**config.mk**
```make
export PLATFORM = sky130hd
export DESIGN_NAME = imem_loader
export DESIGN_NICKNAME = d
export VERILOG_FILES = /design/src/rtl/imem_loader.sv
export SDC_FILE = /design/constraint.sdc
export NUM_CORES = 1
export LEC_CHECK = 0
export BUFFER_PORTS_ARGS = -buffer_cell sky130_fd_sc_hd__buf_2
export CORE_UTILIZATION = 30
export CTS_BUF_LIST = sky130_fd_sc_hd__clkbuf_8 sky130_fd_sc_hd__clkbuf_16
export CTS_CLUSTER_SIZE = 25
export DETAILED_ROUTE_END_ITERATION = 10
export PLACE_DENSITY = 0.46
export RECOVER_POWER = 50
export SLEW_MARGIN = 15
export SYNTH_ARGS = -nofsm -noshare
export SYNTH_HDL_FRONTEND = slang
export SYNTH_SLANG_ARGS = --single-unit
```
**constraint.sdc**
```tcl
create_clock -name clk -period 3.3 [get_ports clk]
set_input_delay 0.66 -clock clk [delete_from_list [all_inputs] [get_ports clk]]
set_output_delay 0.66 -clock clk [all_outputs]
set_load 0.05 [all_outputs]
```
**src/rtl/imem_loader.sv**
```systemverilog
// UART boot loader: assembles a length-prefixed image into 32-bit words
// and writes them into instruction memory, holding the core in reset.
module imem_loader #(
  parameter int CLKS_PER_BIT = 868,
  parameter int WORD = 4096
) (
  input  logic        clk,
  input  logic        rst,
  input  logic        rxd,
  output logic        we,
  output logic [31:0] addr,
  output logic [31:0] data,
  output logic        proc_rst,
  output logic        done,
  output logic        err
);

  localparam int CW = $clog2(CLKS_PER_BIT + 1);
  localparam logic [CW-1:0] FULL = CW'(CLKS_PER_BIT);
  localparam logic [CW-1:0] HALF = CW'(CLKS_PER_BIT / 2);
  localparam logic [CW-1:0] ONE  = CW'(1);
  localparam logic [31:0] WMAX = 32'(WORD);

  localparam logic [1:0] IDLE  = 2'd0;
  localparam logic [1:0] START = 2'd1;
  localparam logic [1:0] DATA  = 2'd2;
  localparam logic [1:0] STOP  = 2'd3;

  localparam logic [2:0] LEN0 = 3'd0;
  localparam logic [2:0] LEN1 = 3'd1;
  localparam logic [2:0] BODY = 3'd2;
  localparam logic [2:0] DONE = 3'd3;
  localparam logic [2:0] ERR  = 3'd4;

  logic          rx1;
  logic          rxs;
  logic [1:0]    bst;
  logic [CW-1:0] cnt;
  logic [2:0]    nbit;
  logic [7:0]    sh;
  logic [7:0]    rbyte;
  logic          byte_v;
  logic          tick;
  logic          frame_err;
  logic [2:0]    pst;
  logic [15:0]   len;
  logic [1:0]    idx;
  logic [15:0]   nlen;

  always_ff @(posedge clk) begin
    if (rst) begin
      rx1 <= 1'b1;
      rxs <= 1'b1;
    end else begin
      rx1 <= rxd;
      rxs <= rx1;
    end
  end

  assign tick = (cnt == ONE);
  assign frame_err = (bst == STOP) && tick && !rxs;

  always_ff @(posedge clk) begin
    if (rst) begin
      bst    <= IDLE;
      cnt    <= '0;
      nbit   <= '0;
      sh     <= '0;
      rbyte  <= '0;
      byte_v <= 1'b0;
    end else begin
      byte_v <= 1'b0;
      unique case (bst)
        IDLE: begin
          if (!rxs) begin
            bst <= START;
            cnt <= HALF;
          end
        end
        START: begin
          if (tick) begin
            if (!rxs) begin
              bst  <= DATA;
              cnt  <= FULL;
              nbit <= '0;
            end else begin
              bst <= IDLE;
            end
          end else begin
            cnt <= cnt - ONE;
          end
        end
        DATA: begin
          if (tick) begin
            sh   <= {rxs, sh[7:1]};
            cnt  <= FULL;
            nbit <= nbit + 3'd1;
            if (nbit == 3'd7) bst <= STOP;
          end else begin
            cnt <= cnt - ONE;
          end
        end
        STOP: begin
          if (tick) begin
            bst <= IDLE;
            if (rxs) begin
              byte_v <= 1'b1;
              rbyte  <= sh;
            end
          end else begin
            cnt <= cnt - ONE;
          end
        end
        default: bst <= IDLE;
      endcase
    end
  end

  assign nlen = {rbyte, len[7:0]};

  always_ff @(posedge clk) begin
    if (rst) begin
      pst  <= LEN0;
      len  <= '0;
      idx  <= '0;
      addr <= '0;
      data <= '0;
      we   <= 1'b0;
    end else begin
      we <= 1'b0;
      unique case (pst)
        LEN0: begin
          if (frame_err) begin
            pst <= ERR;
          end else if (byte_v) begin
            len[7:0] <= rbyte;
            pst      <= LEN1;
          end
        end
        LEN1: begin
          if (frame_err) begin
            pst <= ERR;
          end else if (byte_v) begin
            len[15:8] <= rbyte;
            if (nlen == 16'd0) pst <= DONE;
            else if ({16'd0, nlen} > WMAX) pst <= ERR;
            else pst <= BODY;
          end
        end
        BODY: begin
          if (frame_err) begin
            pst <= ERR;
          end else begin
            // addr holds through the pulse; the last word never bumps it
            if (we) begin
              if (addr + 32'd1 == {16'd0, len}) pst <= DONE;
              else addr <= addr + 32'd1;
            end
            if (byte_v) begin
              data[{idx, 3'b000} +: 8] <= rbyte;
              idx <= idx + 2'd1;
              if (idx == 2'd3) we <= 1'b1;
            end
          end
        end
        DONE: ;
        ERR: ;
        default: pst <= ERR;
      endcase
    end
  end

  assign done = (pst == DONE);
  assign err = (pst == ERR);
  assign proc_rst = !done;

endmodule

```
# Yosys cells after proc, flatten, opt, wreduce, memory -nomap -nowiden
# Cells that the tools add are included.
word_totals:
  ff_bits: 120
  input_bits: 3
  output_inout_bits: 68
  elab_cells: 104
op_classes:
  addsub: 5
  magnitude_cmp: 1
  eq_ne: 23
  shift: 2
  n_mux: 30
  bitwise_logic: 7
  reduce_logical: 21
op_table:
  columns: ["op", "n"]
  rows:
  - ["10-bit two-way mux", 5]
  - ["10-bit one-hot mux with 4 select lines", 1]
  - ["3-bit two-way mux", 12]
  - ["32-bit by 1-bit adder with 32-bit output, second input constant", 1]
  - ["32-bit bitwise mux", 1]
  - ["32-bit by 16-bit equality test with 1-bit output", 1]
  - ["8-bit by 7-bit variable shift with 32-bit output, first input constant", 1]
  - ["8-bit by 7-bit indexed part select with 32-bit output", 1]
  - ["16-bit by 13-bit > comparator with 1-bit output, second input constant", 1]
  - ["16-bit zero test", 1]
  - ["3-bit inequality test, second input constant", 5]
  - ["3-bit AND reduction", 5]
  - ["2-bit inequality test, second input constant", 7]
  - ["2-bit two-way mux", 6]
  - ["3-bit one-hot mux with 4 select lines", 1]
  - ["10-bit by 1-bit equality test with 1-bit output, second input constant", 1]
  - ["5-bit AND reduction", 2]
  - ["10-bit by 1-bit subtractor with 10-bit output, second input constant", 1]
  - ["2-bit one-hot mux with 4 select lines", 1]
  - ["4-bit AND reduction", 2]
  - ["5-bit negation with 7-bit output", 1]
  - ["1-bit NOT", 7]
  - ["2-bit equality test, second input constant", 3]
  - ["3-bit by 2-bit equality test with 1-bit output, second input constant", 2]
  - ["other kinds (16)", 20]

# Depth between registers and ports, before layout
# Gate-level depths: netlist of the first run.
depth:
  depth_word: 6
  ltp_mapped: 13
  mapped_depth_nobuf: 10

# Worst setup path after synthesis of the first run
# No wires, ideal clock.
synth_path:
  kind: "reg2reg"
  start: "reg addr[2]"
  end: "reg pst[0]"
  setup_time_ps: 86
  arrival_ps: 3470
  required_time_ps: 3214
  slack_ps: -256
  stages_incl_launch_ff: 12
  n_path_buf: 3
  period_less_slack_ps: 3556
  path_cell_list: "dfxtp_1 buf_2 nand4_1 or4_4 or4_4 a221oi_2 nand4_1 nor4_4 buf_6 buf_6 nand2_1 a211oi_1"
synth_via:
  elab_chain_len: 4
synth_lines:
  columns: ["item", "line_no", "text"]
  rows:
  - ["start, declared", "11", "output logic [31:0] addr,"]
  - ["start signal, assigned", "157", "else addr <= addr + 32'd1;"]
  - ["32-bit by 1-bit adder with 32-bit output", "156", "if (addr + 32'd1 == {16'd0, len}) pst <= DONE;"]
  - ["32-bit by 16-bit equality test with 1-bit output", "156", null]
  - ["3-bit inequality test (no line)", null, null]
  - ["5-bit AND reduction (no line)", null, null]
  - ["end signal, assigned", "152", "pst <= ERR;"]
  - ["end signal, assigned", "156", null]
  - ["end signal, assigned", "168", "default: pst <= ERR;"]
  - ["end, declared", "45", "logic [2:0] pst;"]
# Every way passes these cells.
# A chain may end at the register's enable or synchronous reset.

# Worst setup path after layout of the first run
layout_path:
  start: "reg addr[0]"
  end: "reg addr[22]"
layout_via:
  elab_chain_len: 4
layout_lines:
  columns: ["item", "line_no"]
  rows:
  - ["32-bit by 1-bit adder with 32-bit output (*)", "156, 157"]
  - ["32-bit by 16-bit equality test with 1-bit output", "156"]
  - ["1-bit NOT (no line)", null]
  - ["4-bit AND reduction (no line)", null]
# Every way passes the cells marked *; elsewhere a longest branch is shown, timed or not.

==> results.cfg, run 1 <==
[logic_synthesis]
yosys-top-cells-area = dfxtp_1, a21oi_1, nand3_1
synth_cell_type_count = 52
syn-num-nets = 816
syn_inst = 797
yosysTopAreaCell = dfxtp_1
synth_seq_cells = 120
synth_ff_type = dfxtp_1
synth_top_area_share = 0.378
yosys_warnings = 0
syn_area_per_cell_um2 = 7.97
synth_edf_count = 0
seq_area_frac_synth = 0.378
syn_area_mm2 = 0.00635
synthArstFlopShare = 0

[sta]
fin_setup_tns_ns = 0
setup_violations = 0
fmax_mhz = 323
drv_slew = 0
fin_skew_ns = 0.0133
worstMarginPinSlew_ns = 0.887
hold_viol_final = 0
timing.final.crit_share = 0.937
fin_ws_ns = 0.208
relSlewSlack = 0.408
finalCriticalPeriod_ns = 3.09
rsz0062_at_grt = yes

[final_layout]
final.fill_count = 2163
final_common_cell = dfxtp_1
nets = 885
areaGrowthSynthToFinish_pct = 21.6
seq_area_mm2 = 0.00244
n_antenna_cell = 0
utilization = 0.377
mostFrequentLayoutCells = dfxtp_1, a21oi_1, nand2_1
multiInputGateArea_mm2 = 0.00362
drive_gt1_frac = 0.165

[placed_design]
dp_slack_ns = 0.120
io_buffers = 70
gp_congestion = 0.822
hpwl_um = 12700

[floorplanning]
ios = 71
fp.dieArea_mm2 = 0.0218
dieHeight_um = 148
coreArea_mm2 = 0.0205
num_rows = 52
die_w_um = 148
start_util = 0.310

[route]
ant_nets = 0
post_drt_wl_per_cell_um = 16.0
vias_per_cell = 5.15
drt_first_iter_violations = 341
wl_um = 18400
drtPass1Iterations = 4
vias = 5916
drc = 0

[clock_network]
numCtsBuffers = 17
htree_levels = 4
cts_tree = built
cts-root-buf = clkbuf_16
insertion_delay_ns = 0.42
cts.sinks = 120
clockBufferDepth = 2
clk_pin_slew_ns = 0.06

[setup_path]
critPathSlowestCell = or4_4
path_max_fanout = 21
path_delay_family = simple AND/OR/NAND/NOR gates
cp_num_buf_inv = 1
crit_type = register to register
critPathCaptureType = register
path_cells = nand4_1 > or4_4 > or4_4 > a221oi_2 > nand4_1 > nor4_4 > buf_4 > or4b_2 > a21oi_1
crit_required_ns = 3.56
cpPeakStageDelay_ns = 0.56
cp_data_arrival_time_ns = 3.36
cp-start-kind = register

[pwr]
powerDensity_mw_per_mm2 = 462
irDropWorstVdd_mv = 0.318
p_leak_nw = 2.84

[outcome]
outcome = completed

[global_route]
antenna_found_initial = 0
track_usage = 0.176
grt_start_max_net_pins = 63
grt_pass1_vias = 5590
grt_pass1_wl_um = 30100
grt_overflow = 0

[hold_path]
hp-class = register to register

[flow_run]
cap_violations = 0
## timing repair
action | CTS | global route
resized for setup | 0 | 2
setup endpoints to repair | 0 | 3
hold buffers | 0 | 0
buffers inserted | 0 | 2
## per-layer routing
| metal | track usage | vias to the layer above | share of wire |
|---|---|---|---|
| met2 | 0.289 | 99 | 0.48 |
| met5 | 0 | - | 0 |
| met1 | 0.226 | 2780 | 0.47 |
| li1 | - | 3013 | - |
| met3 | 0.0370 | 24 | 0.030 |
| met4 | 0.0660 | 0 | 0.020 |
## registers in the layout (all words and copies together), names as in the netlist, named ones only
signal,flops
pst,3
len,16
addr,32
nbit,3
cnt,10
bst,1
rxs,1
data,32
rx1,1
rbyte,8
we,1
byte_v,1
sh,8
idx,2
## synth_stat cells (5+ instances only)
cell type	instances
nor2b_1	6
a21oi_1	88
or3_1	11
or4_1	23
buf_2	7
nor3b_1	5
o31ai_1	20
nand3_1	71
mux2i_1	27
nand2_1	77
nor3_1	27
ha_1	16
clkbuf_1	50
xnor2_1	23
xor2_1	11
o21ai_0	15
nand4_1	18
inv_1	16
a211oi_1	9
and3_1	11
dfxtp_1	120
nor4_1	14
nor2_1	70
## report_power, final
group / switching (mW) / total (mW) / internal [mW]
clock network: 0.723 / 1.88 / 1.16
registers: 0.0176 / 1.48 / 1.46
logic: 0.133 / 0.206 / 0.0733
## worst paths after layout
kind | slack, ns | depth (start not counted) | startpoint | to
max | 0.21 | 9 | addr[0]$_SDFFE_PP0P_ | addr[22]$_SDFFE_PP0P_
min | 0.41 | 1 | rx1$_SDFF_PP1_ | rxs$_SDFF_PP1_
max reg2reg | 0.21 | 9 | addr[0]$_SDFFE_PP0P_ | addr[22]$_SDFFE_PP0P_
min reg2reg | 0.41 | 1 | rx1$_SDFF_PP1_ | rxs$_SDFF_PP1_
## area by class of cell
class	instances	area share
multi-input combinational	596	0.468
sequential	120	0.316
tap	270	0.0437
inverter	16	0.00778
timing repair buffer	115	0.0872
clock inverter	13	0.0185
clock buffer	19	0.0586
## cells by family after synthesis
logic type / count (synthesis) / share of synthesized area
AO/OA/AOI/OAI: 153 / 0.143
adder cells (fa/ha/maj): 16 / 0.0315
AND/OR/NAND/NOR: 362 / 0.297
flip-flops: 120 / 0.378
buffers and inverters: 81 / 0.0534
multiplexers: 31 / 0.0496
XOR/XNOR: 34 / 0.0469
## per-stage QoR
| stage | std cells | total power, mW | hold slack, ns | cell area [um^2] |
|---|---|---|---|---|
| detailed placement | 1115 | 1.72 | 0.399 | 7150 |
| CTS | 1147 | 3.62 | 0.395 | 7750 |
| finish | 1149 | 3.57 | 0.412 | 7720 |
| global route | 1149 | 3.72 | 0.392 | 7720 |
| floorplan | 797 | 1.67 | 0.389 | 6390 |
| global placement | 1115 | 1.72 | 0.391 | 7150 |
Power figures use the tool's default switching activity.
==> run 2, diff against run 1 <==
--- a/config.mk
+++ b/config.mk
@@ -6,11 +6,11 @@
 export NUM_CORES = 1
 export LEC_CHECK = 0
 export BUFFER_PORTS_ARGS = -buffer_cell sky130_fd_sc_hd__buf_2
-export CORE_UTILIZATION = 30
+export CORE_UTILIZATION = 35
 export CTS_BUF_LIST = sky130_fd_sc_hd__clkbuf_8 sky130_fd_sc_hd__clkbuf_16
 export CTS_CLUSTER_SIZE = 25
 export DETAILED_ROUTE_END_ITERATION = 10
-export PLACE_DENSITY = 0.46
+export PLACE_DENSITY = 0.52
 export RECOVER_POWER = 50
 export SLEW_MARGIN = 15
 export SYNTH_ARGS = -nofsm -noshare
==> results.cfg, run 2 (synthesis gave the netlist of run 1 again) <==
[final_layout]
final_common_cell = dfxtp_1
utilization = 0.431
reg_top3 = addr: 32 flops, data: 32 flops, len: 16 flops
areaGrowthSynthToFinish_pct = 18.8
drive_gt1_frac = 0.120
design_area_mm2 = 0.00755
nets = 876
mostFrequentLayoutCells = dfxtp_1, a21oi_1, nand2_1
n_antenna_cell = 0
layoutNonFillerInstCount = 1095

[floorplanning]
dieHeight_um = 137
num_rows = 48
die_w_um = 137
coreArea_mm2 = 0.0175
ios = 71
fp.dieArea_mm2 = 0.0187
start_util = 0.362

[sta]
fin_skew_ns = 0.00971
relSlewSlack = -0.109
setup_violations = 0
hold_ws_ns = 0.410
rsz0062_at_grt = no
hold_viol_final = 0
fin_setup_tns_ns = 0
finalCriticalPeriod_ns = 3.23
timing.final.crit_share = 0.980
drv_slew = 82
fmax_mhz = 309
fin_ws_ns = 0.0674
worstMarginPinSlew_ns = 1.66

[global_route]
track_usage = 0.196
grt_start_max_net_pins = 82
grt_overflow = 0
grt_pass1_vias = 5582
antenna_found_initial = 0
grt_pass1_wl_um = 28500

[pwr]
irDropWorstVdd_mv = 0.345
p_leak_nw = 2.62
powerDensity_mw_per_mm2 = 462
power_mw = 3.49

[route]
drt_first_iter_violations = 474
ant_nets = 0
post_drt_wl_per_cell_um = 16.4
vias = 6077
vias_per_cell = 5.55
wl_um = 18000
wl_met3_um = 554
wl_met1_um = 8360
drc = 0
drtPass1Iterations = 5
wl_met2_um = 8740
top_layer = met4

[outcome]
violations = max-capacitance violations, max-slew violations
outcome = finished with violations

[clock_network]
numCtsBuffers = 17
clk_pin_slew_ns = 0.06
holdBufCountCts = 0
cts_tree = built
cts-root-buf = clkbuf_16
insertion_delay_ns = 0.42
cts.sinks = 120
htree_levels = 4
clockBufferDepth = 2

[setup_path]
r2r_end = addr[8]$_SDFFE_PP0P_
crit_required_ns = 3.60
critPathCaptureType = register
path_max_fanout = 10
cp-start-kind = register
rrSetupSlack_ns = 0.07
rr_startpoint = addr[5]$_SDFFE_PP0P_
crit_type = register to register
cp_data_arrival_time_ns = 3.53
reg2reg_depth = 10

[hold_path]
hp-class = register to register
min_to = rxs$_SDFF_PP1_
min_path_cells = 1
worstHoldStart = rx1$_SDFF_PP1_

[placed_design]
io_buffers = 70
hpwl_um = 12500
dp_slack_ns = 0.0453
placed_area_mm2 = 0.00702
place_inst = 1059
gp_congestion = 0.885

[flow_run]
cap_violations = 1
run 2: cell types whose count changed in the layout (fill, tap and decap cells not counted), sizes merged:
| cell | previous run | this run |
|---|---|---|
| buf | 81 | 37 |
| bufinv | 2 | 1 |
| clkbuf | 53 | 86 |
| clkinvlp | 2 | 4 |
| inv | 21 | 22 |
run 2: repair_timing:
action,in CTS,in global routing
setup endpoints to repair,0,24
resized for setup,0,8
setup buffers,0,3
run 2: how the worst max path moves through the flow:
| stage | startpoint | to | depth (start not counted) |
|---|---|---|---|
| after global placement | addr[5]$_SDFFE_PP0P_ | addr[5]$_SDFFE_PP0P_ | 9 |
| after detailed placement | addr[5]$_SDFFE_PP0P_ | addr[5]$_SDFFE_PP0P_ | 9 |
| after CTS | addr[5]$_SDFFE_PP0P_ | addr[5]$_SDFFE_PP0P_ | 9 |
| after global routing | addr[0]$_SDFFE_PP0P_ | addr[8]$_SDFFE_PP0P_ | 13 |
| final | addr[5]$_SDFFE_PP0P_ | addr[8]$_SDFFE_PP0P_ | 10 |
| after floorplan | addr[6]$_SDFFE_PP0P_ | pst[0]$_SDFFE_PP0P_ | 11 |
run 2: layout make-up:
cell class | instances | area, um^2
inverters | 16 | 60.1
fillers | 1802 | 9990
clock buffers | 17 | 425
well taps | 225 | 282
clock inverters | 15 | 143
multi-input cells | 596 | 3630
repair buffers | 106 | 566
flip-flops and latches | 120 | 2440
run 2: layer usage:
layer | up-vias | track usage
met5 | - | 0
met1 | 2925 | 0.255
met3 | 25 | 0.0381
met2 | 130 | 0.322
met4 | 0 | 0.0667
li1 | 2997 | -
run 2: power breakdown:
| part | internal, mW | switching [mW] | total [mW] |
|---|---|---|---|
| sequential | 1.46 | 0.0176 | 1.48 |
| combinational | 0.0706 | 0.133 | 0.203 |
| clock | 1.05 | 0.756 | 1.81 |
| total | 2.58 | 0.906 | 3.49 |
run 2: critical path: stages (launching register included):
cell and delay (ns):
dfxtp_4 0.41, nand4_4 0.09, or4_4 0.55, or4_4 0.55, xor2_1 0.16, nand4_1 0.16
nor4_4 0.06, buf_4 0.18, buf_6 0.13, or4b_2 0.64, a21oi_1 0.19
